### config.mk
export PLATFORM = sky130hd
export DESIGN_NAME = uart_tx_fifo
export DESIGN_NICKNAME = d
export VERILOG_FILES = /design/src/rtl/uart_tx_fifo.sv
export SDC_FILE = /design/constraint.sdc
export NUM_CORES = 1
export LEC_CHECK = 0
export CAP_MARGIN = 10
export CORE_ASPECT_RATIO = 1.5
export CORE_MARGIN = 3
export CORE_UTILIZATION = 62
export DETAILED_ROUTE_END_ITERATION = 7
export GPL_TIMING_DRIVEN = 0
export HOLD_SLACK_MARGIN = 0.05
export MAX_ROUTING_LAYER = met4
export PLACE_DENSITY = 0.82
export SYNTH_ARGS = -nofsm -noshare
export SYNTH_HDL_FRONTEND = slang
export SYNTH_SLANG_ARGS = --single-unit
### constraint.sdc
create_clock -name i_clk -period 5.57 [get_ports i_clk]
set_clock_uncertainty 0.05 [all_clocks]
set_input_delay 1.114 -clock i_clk [delete_from_list [all_inputs] [get_ports i_clk]]
set_output_delay 1.114 -clock i_clk [all_outputs]
set_load 0.05 [all_outputs]
### src/rtl/uart_tx_fifo.sv
// UART transmitter fed by a small ready/valid FIFO; frame format and line
// rate are fixed by parameters, frames stream back to back with no idle gap.
module uart_tx_fifo #(
    parameter int CLK_FREQ   = 25000000,
    parameter int BAUD_RATE  = 115200,
    parameter int DATA_BITS  = 8,
    parameter int PARITY     = 0,
    parameter int STOP_BITS  = 1,
    parameter int FIFO_DEPTH = 4
) (
    input  logic                        i_clk,
    input  logic                        i_rst_n,
    input  logic [DATA_BITS-1:0]        i_data,
    input  logic                        i_valid,
    output logic                        o_ready,
    output logic                        o_uart,
    output logic                        o_busy,
    output logic [$clog2(FIFO_DEPTH):0] o_count
);
    localparam int BAUD_PERIOD = CLK_FREQ / BAUD_RATE;
    localparam int CW          = (BAUD_PERIOD > 1) ? $clog2(BAUD_PERIOD) : 1;
    localparam int AW          = $clog2(FIFO_DEPTH);
    localparam int CNT_W       = AW + 1;
    localparam logic [CW-1:0]    BAUD_LOAD  = CW'(BAUD_PERIOD - 1);
    localparam logic [3:0]       LAST_DATA  = 4'(DATA_BITS - 1);
    localparam logic [3:0]       LAST_STOP  = 4'(STOP_BITS - 1);
    localparam logic [CNT_W-1:0] FULL_COUNT = CNT_W'(FIFO_DEPTH);

    typedef enum logic [2:0] {
        ST_IDLE   = 3'd0,
        ST_START  = 3'd1,
        ST_DATA   = 3'd2,
        ST_PARITY = 3'd3,
        ST_STOP   = 3'd4
    } state_t;

    state_t               state_r;
    logic [CW-1:0]        baud_cnt_r;
    logic [3:0]           bit_cnt_r;
    logic [DATA_BITS-1:0] shift_r;
    logic                 parity_r;
    logic                 uart_r;
    logic                 busy_r;

    logic [DATA_BITS-1:0] mem_r [FIFO_DEPTH];
    logic [AW-1:0]        wr_ptr_r;
    logic [AW-1:0]        rd_ptr_r;
    logic [CNT_W-1:0]     count_r;

    logic                 push_s;
    logic                 pop_s;
    logic                 frame_end_s;
    logic                 line_s;
    logic [DATA_BITS-1:0] head_s;

    function automatic logic parity_bit(input logic [DATA_BITS-1:0] data);
        if (PARITY == 1) begin
            return ~^data;
        end else begin
            return ^data;
        end
    endfunction

    assign o_ready = (count_r != FULL_COUNT);
    assign push_s  = i_valid && o_ready;
    assign head_s  = mem_r[rd_ptr_r];
    assign o_uart  = uart_r;
    assign o_busy  = busy_r;
    assign o_count = count_r;

    // Pop decision: only when idle or on the very last cycle of the stop bits.
    always_comb begin
        frame_end_s = (state_r == ST_STOP) && (baud_cnt_r == '0) && (bit_cnt_r == LAST_STOP);
        if ((state_r == ST_IDLE) || frame_end_s) begin
            pop_s = (count_r != '0);
        end else begin
            pop_s = 1'b0;
        end
    end

    // Line level implied by the current FSM state.
    always_comb begin
        case (state_r)
            ST_IDLE:   line_s = 1'b1;
            ST_START:  line_s = 1'b0;
            ST_DATA:   line_s = shift_r[0];
            ST_PARITY: line_s = parity_r;
            ST_STOP:   line_s = 1'b1;
            default:   line_s = 1'b1;
        endcase
    end

    // FIFO storage, pointers and occupancy.
    always_ff @(posedge i_clk or negedge i_rst_n) begin
        if (!i_rst_n) begin
            wr_ptr_r <= '0;
            rd_ptr_r <= '0;
            count_r  <= '0;
            for (int i = 0; i < FIFO_DEPTH; i++) begin
                mem_r[i] <= '0;
            end
        end else begin
            if (push_s) begin
                mem_r[wr_ptr_r] <= i_data;
                wr_ptr_r        <= wr_ptr_r + 1'b1;
            end
            if (pop_s) begin
                rd_ptr_r <= rd_ptr_r + 1'b1;
            end
            case ({push_s, pop_s})
                2'b10:   count_r <= count_r + 1'b1;
                2'b01:   count_r <= count_r - 1'b1;
                default: count_r <= count_r;
            endcase
        end
    end

    // Transmit FSM; line and busy are registered one cycle behind the state.
    always_ff @(posedge i_clk or negedge i_rst_n) begin
        if (!i_rst_n) begin
            state_r    <= ST_IDLE;
            baud_cnt_r <= '0;
            bit_cnt_r  <= 4'd0;
            shift_r    <= '0;
            parity_r   <= 1'b0;
            uart_r     <= 1'b1;
            busy_r     <= 1'b0;
        end else begin
            uart_r <= line_s;
            busy_r <= (state_r != ST_IDLE);
            if (pop_s) begin
                shift_r    <= head_s;
                parity_r   <= parity_bit(head_s);
                baud_cnt_r <= BAUD_LOAD;
                bit_cnt_r  <= 4'd0;
                state_r    <= ST_START;
            end else begin
                case (state_r)
                    ST_IDLE: begin
                        state_r <= ST_IDLE;
                    end
                    ST_START: begin
                        if (baud_cnt_r == '0) begin
                            baud_cnt_r <= BAUD_LOAD;
                            state_r    <= ST_DATA;
                        end else begin
                            baud_cnt_r <= baud_cnt_r - 1'b1;
                        end
                    end
                    ST_DATA: begin
                        if (baud_cnt_r == '0) begin
                            baud_cnt_r <= BAUD_LOAD;
                            shift_r    <= {1'b0, shift_r[DATA_BITS-1:1]};
                            if (bit_cnt_r == LAST_DATA) begin
                                bit_cnt_r <= 4'd0;
                                state_r   <= (PARITY != 0) ? ST_PARITY : ST_STOP;
                            end else begin
                                bit_cnt_r <= bit_cnt_r + 4'd1;
                            end
                        end else begin
                            baud_cnt_r <= baud_cnt_r - 1'b1;
                        end
                    end
                    ST_PARITY: begin
                        if (baud_cnt_r == '0) begin
                            baud_cnt_r <= BAUD_LOAD;
                            bit_cnt_r  <= 4'd0;
                            state_r    <= ST_STOP;
                        end else begin
                            baud_cnt_r <= baud_cnt_r - 1'b1;
                        end
                    end
                    ST_STOP: begin
                        if (baud_cnt_r == '0) begin
                            if (bit_cnt_r == LAST_STOP) begin
                                state_r <= ST_IDLE;
                            end else begin
                                bit_cnt_r  <= bit_cnt_r + 4'd1;
                                baud_cnt_r <= BAUD_LOAD;
                            end
                        end else begin
                            baud_cnt_r <= baud_cnt_r - 1'b1;
                        end
                    end
                    default: begin
                        state_r <= ST_IDLE;
                    end
                endcase
            end
        end
    end

endmodule

==> results of run 1 <==
[cell type report]
class | instances | area, um^2
Tap cell | 66 | 82.6
Buffer | 9 | 50.0
Multi-Input combinational cell | 184 | 1490
Inverter | 12 | 45.0
Fill cell | 354 | 1280
Clock buffer | 10 | 138
Sequential cell | 65 | 1630
Clock inverter | 6 | 57.6
Timing Repair Buffer | 16 | 158
[per-stage QoR]
| stage | cells | setup slack [ps] | power (uW) |
|---|---|---|---|
| 6_report | 368 | 2650 | 2190 |
| 5_1_grt | 368 | 2400 | 2340 |
| 2_1_floorplan | 270 | 2760 | 1590 |
| 3_3_place_gp | 352 | 1250 | 1780 |
| 4_1_cts | 368 | 2620 | 2210 |
| 3_5_place_dp | 352 | 2560 | 1820 |
[Yosys cell counts, types with 4 or more instances]
cell / instances / area share [%]
dfrtp_1: 64 / 50
mux4_2: 8 / 5.6
inv_1: 12 / 1.4
mux2i_1: 8 / 2.5
ha_1: 8 / 3.1
nor2_1: 13 / 1.5
nand3_1: 5 / 0.78
nand2_1: 26 / 3.0
buf_2: 5 / 0.78
nor3_1: 4 / 0.62
mux2_2: 33 / 12
xnor2_1: 12 / 3.3
o21ai_0: 19 / 3.0
a21oi_1: 8 / 1.2
[sequential cells by signal, summed over array words and instances (netlist names)]
register    flops
shift_r         8
rd_ptr_r        2
parity_r        1
mem_r          32
o_busy          1
o_uart          1
state_r         3
bit_cnt_r       4
wr_ptr_r        2
o_count         3
baud_cnt_r      8
[routing by layer]
layer	vias to the layer above	track usage, %	wire, um
met2	33	39.2	3280
met4	0	12.2	85
met3	9	2.63	109
met1	1061	23.7	2300
met5	-	-	0
li1	1008	-	-
[kinds of logic after synthesis]
logic type                 count (synthesis)  synth area share [%]
AOI/OAI and AO/OA                         43                  8.41
and+or+nand+nor                           68                  10.5
adders and majority gates                  9                  3.74
xor gates and xnor gates                  15                  4.09
muxes                                     49                  19.7
DFF                                       65                  50.6
buffers and inverters                     21                  2.96
[how the worst min path moves through the flow]
| stage | startpoint | endpoint | slack, ps |
|---|---|---|---|
| after detailed placement | mem_r[3]$_DFFE_PN0P_ | mem_r[3]$_DFFE_PN0P_ | 440 |
| after floorplan | state_r[1]$_DFFE_PN0P_ | o_busy$_DFF_PN0_ | 420 |
| after CTS | mem_r[3]$_DFFE_PN0P_ | mem_r[3]$_DFFE_PN0P_ | 460 |
| after global routing | mem_r[2]$_DFFE_PN0P_ | mem_r[2]$_DFFE_PN0P_ | 470 |
| final | mem_r[3]$_DFFE_PN0P_ | mem_r[3]$_DFFE_PN0P_ | 450 |
| after global placement | mem_r[4]$_DFFE_PN0P_ | mem_r[4]$_DFFE_PN0P_ | 430 |
[power groups by stage]
stage	logic (uW)	clock network [uW]	registers [uW]
final	983	389	821
after global routing	1080	412	851
after CTS	994	398	822
after detailed placement	987	0	830
after global placement	962	0	817
after floorplan	753	0	841
==> results by stage, run 1 <==
Finish:
- After the last flow step, the layout net total stands at 317.
- The library cells used most frequently in the layout, excluding fill and tap cells, are dfrtp_1, mux2_2, nand2_1, o21ai_0, clkdlybuf4s50_1.
- The share of cells above drive strength 1 is 24.5%.
- The final instance area is 3650 um^2.
- The antenna diode count is 0.
- The most common cell after layout, fill and taps aside is dfrtp_1.
- For this run, the share of the core covered by cells in the final layout is 74.1%.
- The area added between synthesis and finish is 13.5%.

Timing:
- The minimum clock period after layout is 2920 ps.
- Final hold analysis gives a worst-case slack of 452 ps.
- Setup repair after global routing left no endpoint under its margin.
- The final-layout setup total negative slack is 0 ps.
- The count of endpoints failing hold in the final timing report is 0.
- Headroom to the max-slew limit came out at 46.2%.
- The upper clock frequency limit is 0.342 GHz.
- The share of the cycle needed by the critical path after routing is 52.5%.
- For the pin with the worst max-slew slack, the measured transition is 808 ps.
- The max-slew violation total from the final report was 0.
- Setup violations remaining at the end of the flow were counted as 0.

Route:
- In this run the remaining antenna-violating nets after routing total 0.
- The detail-routed via count per cell is 5.74.
- For this block, the routed nets add up to 5770 um of wire.
- The number of DRC violations after detailed routing is 0.
- The routed length per placed instance is 15.7 um.
- The total number of vias is 2111.
- Before antenna repair, the detailed router went through 4 iterations.
- The first routing iteration left 159 violations.

Power and ir drop:
- The part of the power in combinational logic is 44.8%.
- The internal portion of the total power is 1410 uW.
- Dividing total power by cell area gives a power density of 601 nW/um^2.
- The leakage dissipation is 0.00160 uW.
- The clock share of power is 17.7%.
- The total net switching power is 785 uW.
- Of the total power, the share spent switching nets is 35.8%.
- VDD sags by at most 0.361 mV.
- The part of the total power dissipated in sequential elements is 37.4%.

Yosys:
- The number of flops mapped to enable cells by yosys is 0.
- The total nets after synthesis is 290.
- The unique cell type count in the Yosys netlist is 44.
- The most common flop cell mapped by yosys is dfrtp_1.
- Counting flops and latches in the post-synthesis netlist gives 65.
- The number of warning messages in the yosys log is 0.
- The share of synthesized area occupied by flip-flops and latches is 50.6%.
- The synthesized area per cell is 11.9 um^2.
- After synthesis, the share of flip-flops with an asynchronous set or reset is 100%.
- The synthesized netlist occupies a cell area of 3210 um^2.
- The synthesized instance count is 270.

Global routing:
- The overall routing resource usage is 22.1%.
- The number of global-route vias before repair is 2196.
- The global-route wire length before repair is 9880 um.
- The remaining global-route overflow is 0.
- The number of antenna violations at the first check in global routing is 0.
- The maximum number of pins on one net before global-route repair is 66.

Worst setup path:
- For the worst setup path, the data required time is 4410 ps.
- The slack of the worst reg-to-reg path is 2680 ps.
- The signal arrival time at the worst endpoint is 1760 ps.
- Counting cells, the worst reg-to-reg path comes to 12.
- The capture point of the worst reg-to-reg path is o_count[2]$_DFFE_PN0P_.
- Traced cell by cell, the critical path runs through inv_1, nand3_1, clkdlybuf4s50_1.
- The number of stages on the worst setup path is 3.
- Following the worst setup path forward leads to its endpoint at o_ready.
- STA classifies the critical path endpoint as an output pin.
- The slowest cell on the critical path is clkdlybuf4s50_1.
- The startpoint class of the critical path is a flop.
- The critical path is of the reg2out type.
- In this run the critical register-to-register path is launched from baud_cnt_r[0]$_DFFE_PN0P_.
- Among cell families on the critical path, the largest total delay comes from buffers and inverters.
- The largest single stage delay on the critical path is 800 ps.
- The top fanout value on the critical path is 4.
- The start point of the critical path is o_count[0]$_DFFE_PN0P_.
- The number of buffers and inverters on the critical path is 2.

Floorplanning:
- The horizontal die dimension is 64.8 um.
- The die covers 6100 um^2.
- Pin placement for this block handled 17 I/O pins.
- The number of rows in the core area is 31.
- In this run the standard cell core region covers 4930 um^2.
- The die span in y is 94.2 um.
- The initial utilization of the core area, before any placement, comes to 65.3%.

Placed design:
- The quantity of I/O buffers inserted on ports is 16.
- The estimated wirelength of the detail-placed design is 4000 um.
- The total placed instance area is 3450 um^2.
- The final weighted congestion of routability-driven global placement is 0.795.

Clock tree:
- TritonCTS built the clock tree.
- The number of buffers inserted to repair setup after CTS is 0.
- The number of gates resized after CTS was 0.
- The H-tree depth is 3.
- The maximum number of buffers from clock root to sink is 2.
- Counting every sink on the clock net gives 65.
- The insertion delay of the later-clocked pin in the worst-skew pair is 330 ps.
- After clock tree synthesis, the clock-pin slew on the worst setup and hold paths is 70 ps.
- After clock tree synthesis, the flow added hold-fix buffers numbering 0.
- Buffers inserted during clock tree synthesis total 9.
- The master cell of the clock root buffer is clkbuf_8.

Min path:
- The worst hold path stage count is 1.
- The tightest min-delay check is of the reg2reg type.

Run:
- The reported max-cap violation count is 0.

Run status:
- The flow ran to the end, and the final reports show no timing, DRC or antenna violations.
Note: power is estimated with default switching activity, not from simulation.
==> run 2: changes to the inputs <==
CORE_UTILIZATION = 59   (was 62)
PLACE_DENSITY = 0.79   (was 0.82)
clock period = 2.89 ns   (was 5.57 ns; I/O delays follow)
==> run 2 against run 1 <==
Cell area rose by 0.41%. Register-to-register slack got worse by 2500 ps. Sequential share of layout area fell by 0.18 points. Worst setup slack got worse by 2400 ps. Power rose by 93%. First-iteration DRC count fell by 8.2%. Sequential cell count did not move. Via count fell by 0.99%. Utilization fell by 3.7 points. Critical path depth rose by 9. Critical endpoint is now o_count[2]$_DFFE_PN0P_.
==> results by stage, run 2 (synthesized netlist as in run 1, its figures left out) <==
Global routing:
- The overall routing resource usage is 21.8%.
- The number of antenna violations at the first check in global routing is 0.
- The first global-routing pass estimated 9890 um of wire.
- The remaining global-route overflow is 0.
- The maximum number of pins on one net before global-route repair is 66.
- The number of global-route vias before repair is 2126.

Placed design:
- In this run the tool buffered the top-level ports with 16 buffer cells.
- At the placement stage, the worst setup path has a slack of 40.7 ps.
- The cell total after placement is 354.
- The total placed instance area is 3460 um^2.
- The final weighted congestion of routability-driven global placement is 0.830.
- Detailed placement finished with a half-perimeter wire length of 4140 um.

Floorplanning:
- The core region is 5200 um^2.
- From bottom edge to top edge, the die measures 96.4 um.
- The number of rows in the core area is 32.
- The total die area is 6390 um^2.
- The number of I/O pins is 17.
- From left edge to right edge, the die measures 66.3 um.
- The initial core utilization is 61.8%.

Worst setup path:
- Setup slack on the worst reg-to-reg path comes out at 210 ps.
- The startpoint identified for the worst register-to-register timing path is baud_cnt_r[0]$_DFFE_PN0P_.
- The critical path is of the reg2reg type.
- The startpoint class of the critical path is a flop.
- The capture point of the worst reg-to-reg path is o_count[2]$_DFFE_PN0P_.
- The depth of the worst register-to-register path is 12.
- The top fanout value on the critical path is 10.
- The endpoint class of the critical path is a flop.
- The signal arrival time at the worst endpoint is 2890 ps.
- At the worst endpoint, the required time is 3100 ps.

Clock tree:
- The clock transition at the registers of the reported paths is 70 ps.
- The H-tree generated during clock tree synthesis spans 3 levels.
- The master cell of the clock root buffer is clkbuf_8.
- In this run, CTS created clock tree buffers numbering 9.
- The clock drives 65 sinks.
- No sink is reached through more buffers than the 2 on the longest clock path.
- The clock reaches the later pin of the worst-skew pair after 340 ps.
- TritonCTS built the clock tree.

Power and ir drop:
- The share of total power dissipated in the clock network is 16.7%.
- The part of the total power dissipated in sequential elements is 37.6%.
- In this run the static leakage power is 0.00160 uW.
- For this design the total switching power over the nets is 1540 uW.
- In this run, the combinational gates consume 45.7% of the power.
- The total design power is 4230 uW.
- Cell internal power was estimated by the tool at 2690 uW.
- VDD sags by at most 0.675 mV.
- For this design the ratio of total power to cell area is 1150 nW/um^2.
- Net switching is 36.4% of the power.

Finish:
- The area added between synthesis and finish is 14.0%.
- The antenna diode count is 0.
- The final cell count without fillers is 369.
- Leaving out fill and tap cells, the most frequent cell in the layout is dfrtp_1.
- The register with the most flip-flops in the layout has 32 of them.
- The most flop-heavy register is mem_r.
- The largest registers in the layout are mem_r x32, baud_cnt_r x8, shift_r x8.
- The final layout contains 317 nets.
- The library cells used most frequently in the layout, excluding fill and tap cells, are dfrtp_1, mux2_2, nand2_1, o21ai_0, clkdlybuf4s50_1.
- Cells with a size suffix above 1 make up 24.9% of the layout.
- Once layout is done, the placed cells without fillers occupy 3660 um^2.

Route:
- The DRC marker count from the first detailed-route iteration is 146.
- In the routed layout, each cell is associated on average with a via count of 5.66.
- The total number of vias is 2090.
- The wire length after detailed routing is 5950 um.
- For this run, the detailed router's first-pass iteration total came to 4.
- The number of nets with antenna violations after detailed routing is 0.
- The routed length per placed instance is 16.1 um.
- In the routed design, unresolved DRC markers number 0.

Min path:
- The worst hold path belongs to the class in2async.

Timing:
- After layout, the worst path uses 92.6% of the clock period.
- Setup repair after global routing left no endpoint under its margin.
- The worst slew slack as a fraction of its limit is 47.5%.
- Timing would allow up to 0.374 GHz.
- The count of endpoints failing hold in the final timing report is 0.
- The pin slew with the least headroom to its limit is 788 ps.
- The minimum clock period after layout is 2680 ps.
- The max-slew violation total from the final report is 0.
- In the post-route analysis, the smallest setup slack over all paths is 213 ps.
- Setup violations remaining at the end of the flow were counted as 0.

Run status:
- The flow ran to the end, and the final reports show no timing, DRC or antenna violations.

Run:
- The tool flagged a number of max-cap violations equal to 0.
## run 2: metal layers
layer	GRT usage [%]	routed length, um
met5	-	0
met4	8.31	138
met3	5.56	136
met2	39.7	3340
met1	22.0	2340
## run 2: worst max-delay path, cell delays in order (launching register included)
cell and delay, ps:
dfrtp_1 410, inv_1 100, ha_2 240, nor4b_4 280, nand3_1 140, a21oi_2 200
buf_6 170, ha_1 190, inv_1 60, fa_1 370, xor2_1 150, nor2_1 110
xor2_1 140
## run 2: stage by stage
stage	setup TNS [ps]	hold WS, ps	util (%)
final	0	275	70.4
after global routing	0	315	70.4
after CTS	0	304	70.1
after detailed placement	0	440	66.4
after global placement	-60390	431	66.5
after floorplan	0	232	-
## run 2: area by class of cell
class	count	area (um^2)
well taps	68	85.1
inverters	12	45.0
clock buffers	13	169
clock inverters	2	12.5
flip-flops and latches	65	1630
repair buffers	16	158
plain buffers	9	56.3
fillers	391	1540
multi-input cells	184	1510
## run 2: worst max path at each step
stage	startpoint	to	slack, ps	cells after the start
floorplan	o_count[2]$_DFFE_PN0P_	o_count[2]$_DFFE_PN0P_	80	10
global placement	i_rst_n	mem_r[14]$_DFFE_PN0P_	-940	1
detailed placement	baud_cnt_r[0]$_DFFE_PN0P_	o_count[2]$_DFFE_PN0P_	40	12
CTS	baud_cnt_r[0]$_DFFE_PN0P_	o_count[2]$_DFFE_PN0P_	40	12
global route	baud_cnt_r[0]$_DFFE_PN0P_	o_count[2]$_DFFE_PN0P_	4	12
finish	baud_cnt_r[0]$_DFFE_PN0P_	o_count[2]$_DFFE_PN0P_	210	12
## run 2: what timing repair did
item / CTS / global route
endpoints found under the setup margin: 1 / 2
resized for setup: 1 / 6
pin swaps: 0 / 1
hold buffers: 0 / 0
setup buffers: 0 / 0
cloned: 0 / 0
## run 2: power by group through the flow
| stage | registers, uW | clock network (uW) | logic, uW |
|---|---|---|---|
| detailed placement | 1600 | 0 | 1920 |
| finish | 1590 | 705 | 1930 |
| global route | 1640 | 760 | 2130 |
| CTS | 1590 | 720 | 1950 |
| global placement | 1570 | 0 | 1860 |
| floorplan | 1620 | 0 | 1450 |
